### config.mk
export PLATFORM = sky130hd
export DESIGN_NAME = hamming_serial_tx
export DESIGN_NICKNAME = d
export VERILOG_FILES = /design/src/rtl/hamming_serial_tx.sv
export SDC_FILE = /design/constraint.sdc
export NUM_CORES = 1
export LEC_CHECK = 0
export CORE_MARGIN = 3
export CORE_UTILIZATION = 43
export DETAILED_ROUTE_END_ITERATION = 8
export PLACE_DENSITY_LB_ADDON = 0.12
export SLEW_MARGIN = 20
export SYNTH_ARGS = -nofsm -noshare
export SYNTH_HDL_FRONTEND = slang
export SYNTH_SLANG_ARGS = --single-unit
### constraint.sdc
create_clock -name clk -period 3.75 [get_ports clk]
set_clock_uncertainty 0.05 [all_clocks]
set_input_delay 0.5625 -clock clk [delete_from_list [all_inputs] [get_ports clk]]
set_output_delay 0.5625 -clock clk [all_outputs]
set_load 0.1 [all_outputs]
### src/rtl/hamming_serial_tx.sv
// Hamming (7,4)/(8,4) encoder with codeword FIFO and valid/ready serializer.
// Ports: clk, reset (sync, active-high); in_bit/in_valid/in_ready message input;
//        out_bit/out_valid/out_ready/out_sof codeword output; fifo_count, cw_sent status.
module hamming_serial_tx #(
    parameter int EXTENDED = 0,
    parameter int DEPTH    = 4,
    localparam int N  = 7 + EXTENDED,
    localparam int CW = $clog2(DEPTH + 1)
) (
    input  logic          clk,
    input  logic          reset,
    input  logic          in_bit,
    input  logic          in_valid,
    output logic          in_ready,
    output logic          out_bit,
    output logic          out_valid,
    input  logic          out_ready,
    output logic          out_sof,
    output logic [CW-1:0] fifo_count,
    output logic [15:0]   cw_sent
);

    localparam int AW = $clog2(DEPTH);

    localparam logic IDLE  = 1'b0;
    localparam logic SHIFT = 1'b1;

    // message collection: msg holds m3,m2,m1 while m0 is still on in_bit
    logic [1:0] idx;
    logic [2:0] msg;
    logic       in_fire;
    logic       push;

    logic       m3, m2, m1, m0;
    logic       p0, p1, p2;
    logic [6:0] c7;
    logic [N-1:0] cw_new;

    logic [N-1:0]  mem [DEPTH];
    logic [AW-1:0] wr_ptr;
    logic [AW-1:0] rd_ptr;
    logic          pop;

    logic          state;
    logic [N-1:0]  sreg;
    logic [2:0]    bcnt;
    logic          last;
    logic          accept;

    assign in_ready = (fifo_count < CW'(DEPTH));
    assign in_fire  = in_valid && in_ready;
    assign push     = in_fire && (idx == 2'd3);

    assign m3 = msg[2];
    assign m2 = msg[1];
    assign m1 = msg[0];
    assign m0 = in_bit;
    assign p0 = m3 ^ m2 ^ m0;
    assign p1 = m2 ^ m1 ^ m0;
    assign p2 = m3 ^ m2 ^ m1;
    assign c7 = {p2, p0, p1, m3, m2, m1, m0};

    generate
        if (EXTENDED != 0) begin : g_ext
            assign cw_new = {^c7, c7};
        end else begin : g_std
            assign cw_new = c7;
        end
    endgenerate

    always_ff @(posedge clk) begin
        if (reset) begin
            idx <= 2'd0;
            msg <= 3'd0;
        end else if (in_fire) begin
            idx <= idx + 2'd1;
            msg <= {msg[1:0], in_bit};
        end
    end

    // serializer handshake; a pop reloads the shift register on the same
    // edge the last bit leaves, so back-to-back codewords have no bubble
    assign accept = (state == SHIFT) && out_ready;
    assign last   = (bcnt == 3'(N - 1));
    assign pop    = (fifo_count != '0) &&
                    ((state == IDLE) || (accept && last));

    always_ff @(posedge clk) begin
        if (!reset && push) begin
            mem[wr_ptr] <= cw_new;
        end
    end

    always_ff @(posedge clk) begin
        if (reset) begin
            wr_ptr     <= '0;
            rd_ptr     <= '0;
            fifo_count <= '0;
        end else begin
            if (push) begin
                wr_ptr <= wr_ptr + 1'b1;
            end
            if (pop) begin
                rd_ptr <= rd_ptr + 1'b1;
            end
            if (push && !pop) begin
                fifo_count <= fifo_count + 1'b1;
            end else if (pop && !push) begin
                fifo_count <= fifo_count - 1'b1;
            end
        end
    end

    always_ff @(posedge clk) begin
        if (reset) begin
            state   <= IDLE;
            sreg    <= '0;
            bcnt    <= 3'd0;
            cw_sent <= 16'd0;
        end else begin
            if (pop) begin
                state <= SHIFT;
                sreg  <= mem[rd_ptr];
                bcnt  <= 3'd0;
            end else if (accept) begin
                sreg <= {sreg[N-2:0], 1'b0};
                if (last) begin
                    state <= IDLE;
                    bcnt  <= 3'd0;
                end else begin
                    bcnt <= bcnt + 3'd1;
                end
            end
            if (accept && last) begin
                cw_sent <= cw_sent + 16'd1;
            end
        end
    end

    assign out_valid = (state == SHIFT);
    assign out_bit   = out_valid && sreg[N-1];
    assign out_sof   = out_valid && (bcnt == 3'd0);

endmodule

==> metrics.md <==
| Metric | Value |
|---|---|
| Status | finished, final reports clean |
| Yosys reg bits | 69 |
| Hold_buf cts | 0 |
| Area delta synth->final | 18.5% |
| Die ar. | 7880 µm² |
| Worst-Margin Slew | 976 ps |
| Total GRT Usage | 0.162 |
| Vias in the first global route | 1844 |
| ANT cells | 0 |
| Hold slack | 428 ps |
| WL final | 5630 µm |
| Final Cycle Share | 0.738 |
| Global placement routability congestion | 0.714 |
| CP Cell Sequence | clkdlybuf4s50_1 -> nand4b_4 -> a21oi_2 -> inv_1 -> ha_1 -> inv_1 -> fa_1 -> xor2_1 -> or3_1 -> a21oi_1 |
| Crit Path Class | input pin to register |
| Drt pass-1 iters | 4 |
| Top Family by Delay on Critical Path | buffers and inverters |
| PD cells | 639 nW/µm² |
| CP Launch Point | out_ready |
| Core Area | 6490 µm² |
| Syn. warnings | 0 |
| # IOs | 28 |
| Clk buf depth | 2 |
| Syn Inst Count | 261 |
| HPWL after DPL | 3750 µm |
| Worst path arrival time | 2990 ps |
| Non-Filler Instances | 372 |
| Crit path time final | 2770 ps |
| Endpoints failing setup | 0 |
| Fill cells | 576 |
| Placement Cell Area | 3290 µm² |
| # H-tree levels | 3 |
| Crit. End Element | register |
| Row cnt | 29 |
| WL/cell | 15.1 µm |
| Post-synth EDFFs | 28 |
| CP dominant cell by count | inv_1 |
| Async set-or-reset flop fraction in the synthesized netlist | 0 |
| Final hold viol count | 0 |
| FMAX | 361 MHz |
| Final instance area | 3490 µm² |
| Worst path slowest cell | clkdlybuf4s50_1 |
| CTS tree | done |
| Static Leak | 1.20 nW |
| Top_reg_cell synth | dfxtp_1 |
| Initial drt markers | 116 |
| Largest net degree at the start of global routing | 43 |
| Critical Path RT | 3970 ps |
| Crit path max fanout | 16 |
| Initial Util | 0.453 |
| Post-Place Cells | 356 |
| Register area share after synthesis | 0.564 |
| DRC viols | 0 |
| Die height | 88.8 µm |
| Clk sinks | 69 |
| Grt total ovfl | 0 |
| Syn Nets | 274 |
| Layout cell share with drive strength beyond 1 | 0.122 |
| Startpoint types | input pin |
| Slew headroom | 0.347 |
| Worst setup margin | 982 ps |
| Synth Cell Area | 2950 µm² |
| Post-cts resize count | 0 |
| Num CTS Buffers | 9 |
| Synth cell types | 41 |
| Initial antenna violation count | 0 |
| Root Driver | clkbuf_8 |
| Routed Antenna Nets | 0 |
| Number of setup buffers added after CTS | 0 |
| Pwr Total | 2.23 mW |
| Syn Area/Cell | 11.3 µm² |
| Clk pin slew, worst setup/hold paths | 70 ps |
| Vias | 1920 |
| Die X | 88.8 µm |
| Slew Viols, Final | 0 |
| Max-Cap Viols | 0 |
| Pre-CTS worst setup slack | 617 ps |
| Max VDD drop | 0.000426 V |
| Average via count per standard cell | 5.16 |
| First-pass GRT wire length | 9520 µm |
| Post-layout util | 0.537 |
| Worst path bufs/invs | 3 |
| Unrepaired setup endpoints after global routing | no |
| Hold Path Class | register to register |
| Clk_lat worst skew | 340 ps |
| TNS Setup | 0 ps |
| Input/output buffers | 27 |
| Nets@finish | 303 |
| Hold Startpoint | sreg[0]$_SDFFE_PP0P_ |
| Worst stage delay on the critical path | 460 ps |
| Crit Reg-Reg Startpoint | fifo_count[0]$_SDFFE_PP0P_ |
-- placed cells by master, fill, tap and decap left out, types with 4 or more instances in the layout --
| cell type | n |
|---|---|
| dfxtp_1 | 41 |
| nor2_1 | 32 |
| edfxtp_1 | 28 |
| clkdlybuf4s50_1 | 24 |
| nand2_1 | 18 |
| nand3_1 | 15 |
| a21oi_1 | 13 |
| xnor2_1 | 12 |
| inv_1 | 11 |
| clkbuf_8 | 9 |
| xor2_1 | 7 |
| mux4_2 | 7 |
| ha_1 | 7 |
| buf_4 | 7 |
| nor3_1 | 6 |
| a311oi_1 | 6 |
| and2_1 | 5 |
| mux2i_1 | 5 |
| nand4_1 | 4 |
| or3_1 | 4 |
-- state kept, by name, indices dropped and copies added (netlist names), named ones only --
name        count
mem            28
rd_ptr          2
cw_sent        16
fifo_count      3
sreg            7
out_valid       1
bcnt            3
idx             2
msg             3
wr_ptr          2
-- kinds of logic after synthesis --
family                     count (synthesis)  share of synthesized area
DFF                                       69                      0.564
adders and majority gates                  8                     0.0365
AOI/OAI and AO/OA                         30                     0.0663
and+or+nand+nor                           98                      0.169
buffers and inverters                     24                     0.0336
muxes                                     13                     0.0743
xor gates and xnor gates                  19                     0.0565
-- power breakdown --
| group | switching [mW] | internal [mW] |
|---|---|---|
| combinational | 0.442 | 0.234 |
| sequential | 0.0876 | 0.865 |
| clock | 0.292 | 0.310 |
| total | 0.822 | 1.41 |
-- final timing paths --
path | endpoint | slack (ps) | depth (start not counted)
hold reg to reg | sreg[0]$_SDFFE_PP0P_ | 430 | 2
hold / removal | sreg[0]$_SDFFE_PP0P_ | 430 | 2
setup reg to reg | fifo_count[2]$_SDFFE_PP0P_ | 1030 | 9
setup / recovery | fifo_count[2]$_SDFFE_PP0P_ | 980 | 10
-- cells in the mapped netlist, drive strengths merged (2+ instances only) --
| cell | number | area (µm²) |
|---|---|---|
| a311oi | 6 | 52.6 |
| o31ai | 3 | 22.5 |
| a21oi | 14 | 73.8 |
| inv | 11 | 41.3 |
| and3 | 2 | 12.5 |
| xnor2 | 12 | 105 |
| nand3 | 15 | 75.1 |
| ha | 7 | 87.6 |
| nand4 | 4 | 25.0 |
| buf | 8 | 38.8 |
| nor3 | 6 | 30.0 |
| or4 | 3 | 22.5 |
| o21ai | 3 | 15.0 |
| xor2 | 7 | 61.3 |
| mux4 | 7 | 158 |
| nor2 | 32 | 120 |
| nand2 | 18 | 67.6 |
| mux2i | 5 | 50.1 |
| clkbuf | 5 | 18.8 |
| or3 | 4 | 25.0 |
| and2 | 5 | 31.3 |
| edfxtp | 28 | 841 |
| dfxtp | 41 | 821 |
-- tightest hold or removal path, delay by kind of cell, from the launching register on --
family	cells	cell delay (ps)
compound gates	1	60
flops	1	310
simple gates	1	60
-- per-layer routing --
metal	up-vias	global-route usage	routed length [µm]
met4	0	0.0646	68
met3	6	0.0475	192
met1	892	0.222	2790
met5	-	0	0
met2	32	0.241	2590
li1	990	-	-
-- layout make-up --
cell class,count,area [µm²],share of cell area
Inverter,11,41.3,0.0118
Tap cell,77,96.3,0.0276
Multi-Input combinational cell,168,1200,0.344
Clock inverter,7,73.8,0.0212
Sequential cell,69,1660,0.476
Clock buffer,9,124,0.0355
Timing Repair Buffer,31,293,0.0839
Power figures use the tool's default switching activity.
==> RTL change 1: new RTL, same flow settings <==
Set the parameter `EXTENDED` to 1 (it was 0).
--- a/src/rtl/hamming_serial_tx.sv
+++ b/src/rtl/hamming_serial_tx.sv
@@ -2,7 +2,7 @@
 // Ports: clk, reset (sync, active-high); in_bit/in_valid/in_ready message input;
 //        out_bit/out_valid/out_ready/out_sof codeword output; fifo_count, cw_sent status.
 module hamming_serial_tx #(
-    parameter int EXTENDED = 0,
+    parameter int EXTENDED = 1,
     parameter int DEPTH    = 4,
     localparam int N  = 7 + EXTENDED,
     localparam int CW = $clog2(DEPTH + 1)
Check against the original RTL: not equivalent (Yosys sat finds a counterexample within 10 cycles, from zero or initial values and one cycle with reset high).
==> RTL change 1 against the original RTL <==
Design area up 5.9%. Largest cell class unchanged. Sequential cell count rose by 5. Critical endpoint unchanged. Combinational power increased by 2%. Synthesized cell count is 3.1% higher. Area after synthesis is 7.0% higher. Die area increased by 6.5%. Non-clock buffer count shrank 2. Fmax down 4.2%. Total power rose by 6.7%. Setup slack worse by 120 ps. Clock power grew 8.8%. Wire length is 0.59% higher.
==> RTL change 1: results (changes against the original RTL) <==
Clk slew on worst S/H paths: 70 ps (about the same)
Reg-to-Reg End: fifo_count[2]$_SDFFE_PP0P_ (unchanged)
Largest net degree at the start of global routing: 42 (was 43)
Post-Layout Cell Count: 396 (was 372)
Top Registers: mem x32, cw_sent x16, sreg x8 (was mem x28, cw_sent x16, sreg x7)
DP Cell Count: 380 (was 356)
Reg2reg start: bcnt[0]$_SDFFE_PP0P_ (was fifo_count[0]$_SDFFE_PP0P_)
Global-route wire length before repair: 9825 um (was 9515 um)
Cells on Worst Hold Path: 2 (unchanged)
H-tree Lvls: 3 (unchanged)
Maximum vdd drop: 0.0004627 V (was 0.0004259 V)
FFs w/ async S/R, synth: 0 (unchanged)
CTS Buf Count: 9 (unchanged)
Post-CTS Setup Bufs: 0 (unchanged)
CTS root buf: clkbuf_8 (unchanged)
Worst hold path type: flip-flop to flip-flop (unchanged)
CP max FO: 16 (unchanged)
Input/output buffers: 27 (unchanged)
Setup crit start: out_ready (unchanged)
Reg2Reg Setup Slack: 1020 ps
GR Util All Layers: 0.1484 (was 0.1619)
Vias per Instance: 5.053 (was 5.161)
Synthesized net count: 285 (was 274)
Post_cts resized: 0 (unchanged)
First-pass DRT Iterations: 4 (unchanged)
Critical path class: primary input to flip-flop (unchanged)
Unique cell type count in the Yosys netlist: 35 (was 41)
Top post-synthesis cells by area: edfxtp_1 30%, dfxtp_1 27%, mux4_2 5.7% (was edfxtp_1 29%, dfxtp_1 28%, mux4_2 5.4%)
Antenna cells: 0 (unchanged)
Max clock buf depth: 2 (unchanged)
Placed cell area: 3485 um2 (was 3292 um2)
Hold wc startpoint: sreg[0]$_SDFFE_PP0P_ (unchanged)
Final WL: 5666 um (was 5633 um)
Lkg Pwr: 1.270 nW (was 1.204 nW)
DRT iter0 DRCs: 75 (was 116)
Fill cells: 665 (was 576)
Clk_lat worst skew: 340 ps (about the same)
Synthesis Warnings: 0 (unchanged)
Fin nets: 311 (was 303)
Top FF cell, synth: dfxtp_1 (unchanged)
Vias in the first global route: 1984 (was 1844)
EDFF count, synth: 32 (was 28)
Sequential cell area fraction in the yosys report: 0.5717 (was 0.5641)
Post-DP HPWL: 3880 um (was 3747 um)
Status: finished, final reports clean (unchanged)
Max-Cap Viols: 0 (unchanged)
GP Congestion: 0.7053 (was 0.7140)
Slew @ Worst Pin: 979.2 ps (was 976.1 ps)
Synth cell count leaders: 42 x dfxtp_1, 32 x edfxtp_1, 30 x nor2_1 (was 41 x dfxtp_1, 32 x nor2_1, 28 x edfxtp_1)
Share of layout cells above drive strength 1: 0.09667 (was 0.1220)
Antenna violations before repair: 0 (unchanged)
R2r worst-path depth: 11 (was 9)
Syn_area_per_cell: 11.72 um2 (was 11.28 um2)
## RTL change 1: cell count changes after synthesis, moves of 2 or more
cell / unedited run / this run
nor2_1: 32 / 30
ha_1: 7 / 10
buf_1: 3 / 0
clkbuf_1: 5 / 9
inv_1: 11 / 7
a21oi_1: 13 / 11
nand2_1: 18 / 22
buf_2: 4 / 2
mux2i_1: 5 / 8
nand4b_1: 0 / 2
edfxtp_1: 28 / 32
o21ai_0: 3 / 5
## RTL change 1: layout make-up
class | instances | area, um2 | share of cell area
Clock buffer | 11 | 131.4 | 0.03555
Sequential cell | 74 | 1802 | 0.4875
Inverter | 8 | 31.28 | 0.008463
Timing Repair Buffer | 29 | 282.8 | 0.07651
Multi-Input combinational cell | 173 | 1249 | 0.3378
Clock inverter | 5 | 80.08 | 0.02167
Tap cell | 96 | 120.1 | 0.03250
## RTL change 1: kinds of logic after synthesis
group / after synthesis / synth area share
buffers and inverters: 22 / 0.03215
muxes: 16 / 0.08257
adders and majority gates: 11 / 0.04605
and+or+nand+nor: 99 / 0.1564
xor gates and xnor gates: 21 / 0.05836
DFF: 74 / 0.5717
AOI/OAI and AO/OA: 26 / 0.05280
## RTL change 1: through the flow
stage | utilization | setup slack, ps | total power [mW] | hold slack, ps
finish | 0.5323 | 860.4 | 2.380 | 431.7
global route | 0.5323 | 677.1 | 2.514 | 458.3
CTS | 0.5323 | 872.2 | 2.413 | 427.7
detailed placement | 0.5018 | 517.3 | 1.751 | 416.7
global placement | 0.5018 | 550.7 | 1.746 | 409.4
floorplan | - | 505.8 | 1.620 | 398.5
## RTL change 1: routing by layer
layer / wire [um] / up-vias / track usage
met5: 0 / - / 0
met4: 54 / 0 / 0.05276
met3: 158 / 5 / 0.04020
met2: 2570 / 27 / 0.2222
met1: 2882 / 957 / 0.2070
li1: - / 1012 / -
## RTL change 1: worst min-delay path by stage
| stage | end | slack (ps) |
|---|---|---|
| detailed placement | sreg[0]$_SDFFE_PP0P_ | 420 |
| CTS | sreg[0]$_SDFFE_PP0P_ | 430 |
| floorplan | sreg[0]$_SDFFE_PP0P_ | 400 |
| global placement | sreg[0]$_SDFFE_PP0P_ | 410 |
| global route | sreg[2]$_SDFFE_PP0P_ | 460 |
| finish | sreg[0]$_SDFFE_PP0P_ | 430 |
## RTL change 1: worst max-delay path: stages
cell and delay [ps]:
clkdlybuf4s50_1 610, a21bo_2 320, and2b_4 190, clkinv_2 170
ha_1 220, inv_1 60, fa_1 370, xor2_1 150
or3_1 310, a21oi_1 130
## RTL change 1: power breakdown
group / internal [mW] / switching, mW
logic: 0.255 / 0.435
registers: 0.932 / 0.102
clock network: 0.374 / 0.281
==> RTL change 2: new RTL, same settings <==
Made on the original files. Register the output `fifo_count` once more, cleared by the reset; this adds one clock of latency there. The other outputs are not delayed to match.
--- a/src/rtl/hamming_serial_tx.sv
+++ b/src/rtl/hamming_serial_tx.sv
@@ -25,6 +25,8 @@
     localparam logic IDLE  = 1'b0;
     localparam logic SHIFT = 1'b1;
 
+    logic [CW-1:0] fifo_count_s0;
+
     // message collection: msg holds m3,m2,m1 while m0 is still on in_bit
     logic [1:0] idx;
     logic [2:0] msg;
@@ -47,7 +49,7 @@
     logic          last;
     logic          accept;
 
-    assign in_ready = (fifo_count < CW'(DEPTH));
+    assign in_ready = (fifo_count_s0 < CW'(DEPTH));
     assign in_fire  = in_valid && in_ready;
     assign push     = in_fire && (idx == 2'd3);
 
@@ -82,7 +84,7 @@
     // edge the last bit leaves, so back-to-back codewords have no bubble
     assign accept = (state == SHIFT) && out_ready;
     assign last   = (bcnt == 3'(N - 1));
-    assign pop    = (fifo_count != '0) &&
+    assign pop    = (fifo_count_s0 != '0) &&
                     ((state == IDLE) || (accept && last));
 
     always_ff @(posedge clk) begin
@@ -95,7 +97,7 @@
         if (reset) begin
             wr_ptr     <= '0;
             rd_ptr     <= '0;
-            fifo_count <= '0;
+            fifo_count_s0 <= '0;
         end else begin
             if (push) begin
                 wr_ptr <= wr_ptr + 1'b1;
@@ -104,9 +106,9 @@
                 rd_ptr <= rd_ptr + 1'b1;
             end
             if (push && !pop) begin
-                fifo_count <= fifo_count + 1'b1;
+                fifo_count_s0 <= fifo_count_s0 + 1'b1;
             end else if (pop && !push) begin
-                fifo_count <= fifo_count - 1'b1;
+                fifo_count_s0 <= fifo_count_s0 - 1'b1;
             end
         end
     end
@@ -141,5 +143,13 @@
     assign out_bit   = out_valid && sreg[N-1];
     assign out_sof   = out_valid && (bcnt == 3'd0);
 
+    always_ff @(posedge clk) begin
+        if (reset) begin
+            fifo_count <= '0;
+        end else begin
+            fifo_count <= fifo_count_s0;
+        end
+    end
+
 endmodule
 
Formal check against the unedited RTL: not equivalent (a bounded check fails within 10 cycles, from zero or initial values and one cycle with reset high).
==> RTL change 2 against the original RTL <==
Wire length down 4.5%. Sequential cell count up 3. Sequential power up 5%. Largest cell class unchanged. Area after synthesis up 1.9%. Combinational power down 13%. Setup slack worse by 140 ps. Total power down 3.0%. Fmax down 4.8%. Worst hold slack worse by 8.5 ps. Count of clock-buffer cells in the layout up 2. Design area up 1.9%.
==> RTL change 2: results (changes against the original RTL) <==
Status: finished, final reports clean (unchanged)
Via Count: 1965 (was 1920)
Placed cell area: 3376 um2 (was 3292 um2)
Post_cts resized: 0 (unchanged)
R2r worst-path depth: 9 (unchanged)
Synth cell count leaders: 44 x dfxtp_1, 30 x nor2_1, 28 x edfxtp_1 (was 41 x dfxtp_1, 32 x nor2_1, 28 x edfxtp_1)
Top post-synthesis cells by area: dfxtp_1 29%, edfxtp_1 28%, mux4_2 5.3% (was edfxtp_1 29%, dfxtp_1 28%, mux4_2 5.4%)
Antenna cells: 0 (unchanged)
Post-CTS Setup Bufs: 0 (unchanged)
Vias in the first global route: 1812 (was 1844)
FFs w/ async S/R, synth: 0 (unchanged)
Slew headroom: 0.3284 (was 0.3472)
Setup crit start: out_valid$_SDFFE_PP0P_ (was out_ready)
GP Congestion: 0.7299 (was 0.7140)
Setup TNS: 0 ps (unchanged)
CP arrival: 2300 ps (was 2990 ps)
EDFF count, synth: 28 (unchanged)
Final WL: 5379 um (was 5633 um)
Global-route wire length before repair: 9197 um (was 9515 um)
DRT iter0 DRCs: 79 (was 116)
WL met2: 2342 um (was 2587 um)
Critical path class: flip-flop to output port (was primary input to flip-flop)
Reg2Reg Setup Slack: 1280 ps (was 1030 ps)
Post-DP HPWL: 3638 um (was 3747 um)
GR Util All Layers: 0.1523 (was 0.1619)
Max layer used: met4 (unchanged)
Fin nets: 306 (was 303)
CP max stage delay: 1250 ps (was 460 ps)
Worst setup path end: out_valid (was fifo_count[2]$_SDFFE_PP0P_)
Synthesized net count: 278 (was 274)
Unique cell type count in the Yosys netlist: 38 (was 41)
Largest net degree at the start of global routing: 45 (was 43)
Reg-to-Reg End: fifo_count_s0[2]$_SDFFE_PP0P_ (was fifo_count[2]$_SDFFE_PP0P_)
Sequential cell area fraction in the yosys report: 0.5738 (was 0.5641)
Top FF cell, synth: dfxtp_1 (unchanged)
H-tree Lvls: 3 (unchanged)
Post-Layout Cell Count: 391 (was 372)
Detail Route met3 WL: 128 um (was 192 um)
DP Cell Count: 375 (was 356)
Clk slew on worst S/H paths: 70 ps (about the same)
Maximum vdd drop: 0.0003711 V (was 0.0004259 V)
Lkg Pwr: 1.204 nW (about the same)
Share of layout cells above drive strength 1: 0.1107 (was 0.1220)
Synth Instances: 265 (was 261)
Clk_lat worst skew: 330 ps
Antenna violations before repair: 0 (unchanged)
First-pass DRT Iterations: 4 (unchanged)
CP max FO: 19 (was 16)
Metal-1 WL: 2801 um (was 2785 um)
==> RTL change 2: metrics by stage <==
step           setup WS [ps]  hold slack, ps
2_1_floorplan          549.5           398.5
3_3_place_gp           867.4           411.2
3_5_place_dp           827.4           410.6
4_1_cts                794.0           420.9
5_1_grt                704.1           471.8
6_report               841.8           419.1
==> RTL change 2: cells by family after synthesis <==
kind of cell / share of synthesized area
AOI/OAI and AO/OA: 0.06464
xor gates and xnor gates: 0.05254
adders and majority gates: 0.03586
buffers and inverters: 0.03085
DFF: 0.5738
muxes: 0.07298
and+or+nand+nor: 0.1693
==> RTL change 2: area by class of cell <==
cell class | count | area [um2]
flip-flops and latches | 72 | 1722
well taps | 93 | 116.4
clock buffers | 11 | 131.4
clock inverters | 5 | 47.55
inverters | 9 | 33.78
fillers | 594 | 3013
multi-input cells | 169 | 1201
repair buffers | 32 | 302.8
==> RTL change 2: worst min-delay path by stage <==
stage	startpoint	to	slack, ps	cells past startpoint
6_report	sreg[0]$_SDFFE_PP0P_	sreg[0]$_SDFFE_PP0P_	420	2
5_1_grt	sreg[0]$_SDFFE_PP0P_	sreg[0]$_SDFFE_PP0P_	470	2
4_1_cts	sreg[0]$_SDFFE_PP0P_	sreg[0]$_SDFFE_PP0P_	420	2
3_5_place_dp	sreg[0]$_SDFFE_PP0P_	sreg[0]$_SDFFE_PP0P_	410	2
3_3_place_gp	sreg[0]$_SDFFE_PP0P_	sreg[0]$_SDFFE_PP0P_	410	2
2_1_floorplan	sreg[0]$_SDFFE_PP0P_	sreg[0]$_SDFFE_PP0P_	400	2
==> RTL change 2: routing by layer <==
metal / track usage / vias up
li1: - / 1006
met5: 0 / -
met2: 0.2076 / 26
met3: 0.03041 / 11
met4: 0.07713 / 0
met1: 0.2278 / 922
==> RTL change 2: power breakdown <==
group	internal [mW]	total, mW	leakage [nW]	switching, mW
registers	0.902	1.00	0.613	0.102
clock network	0.301	0.572	0.0922	0.271
logic	0.238	0.587	0.498	0.349
total	1.44	2.16	1.20	0.722
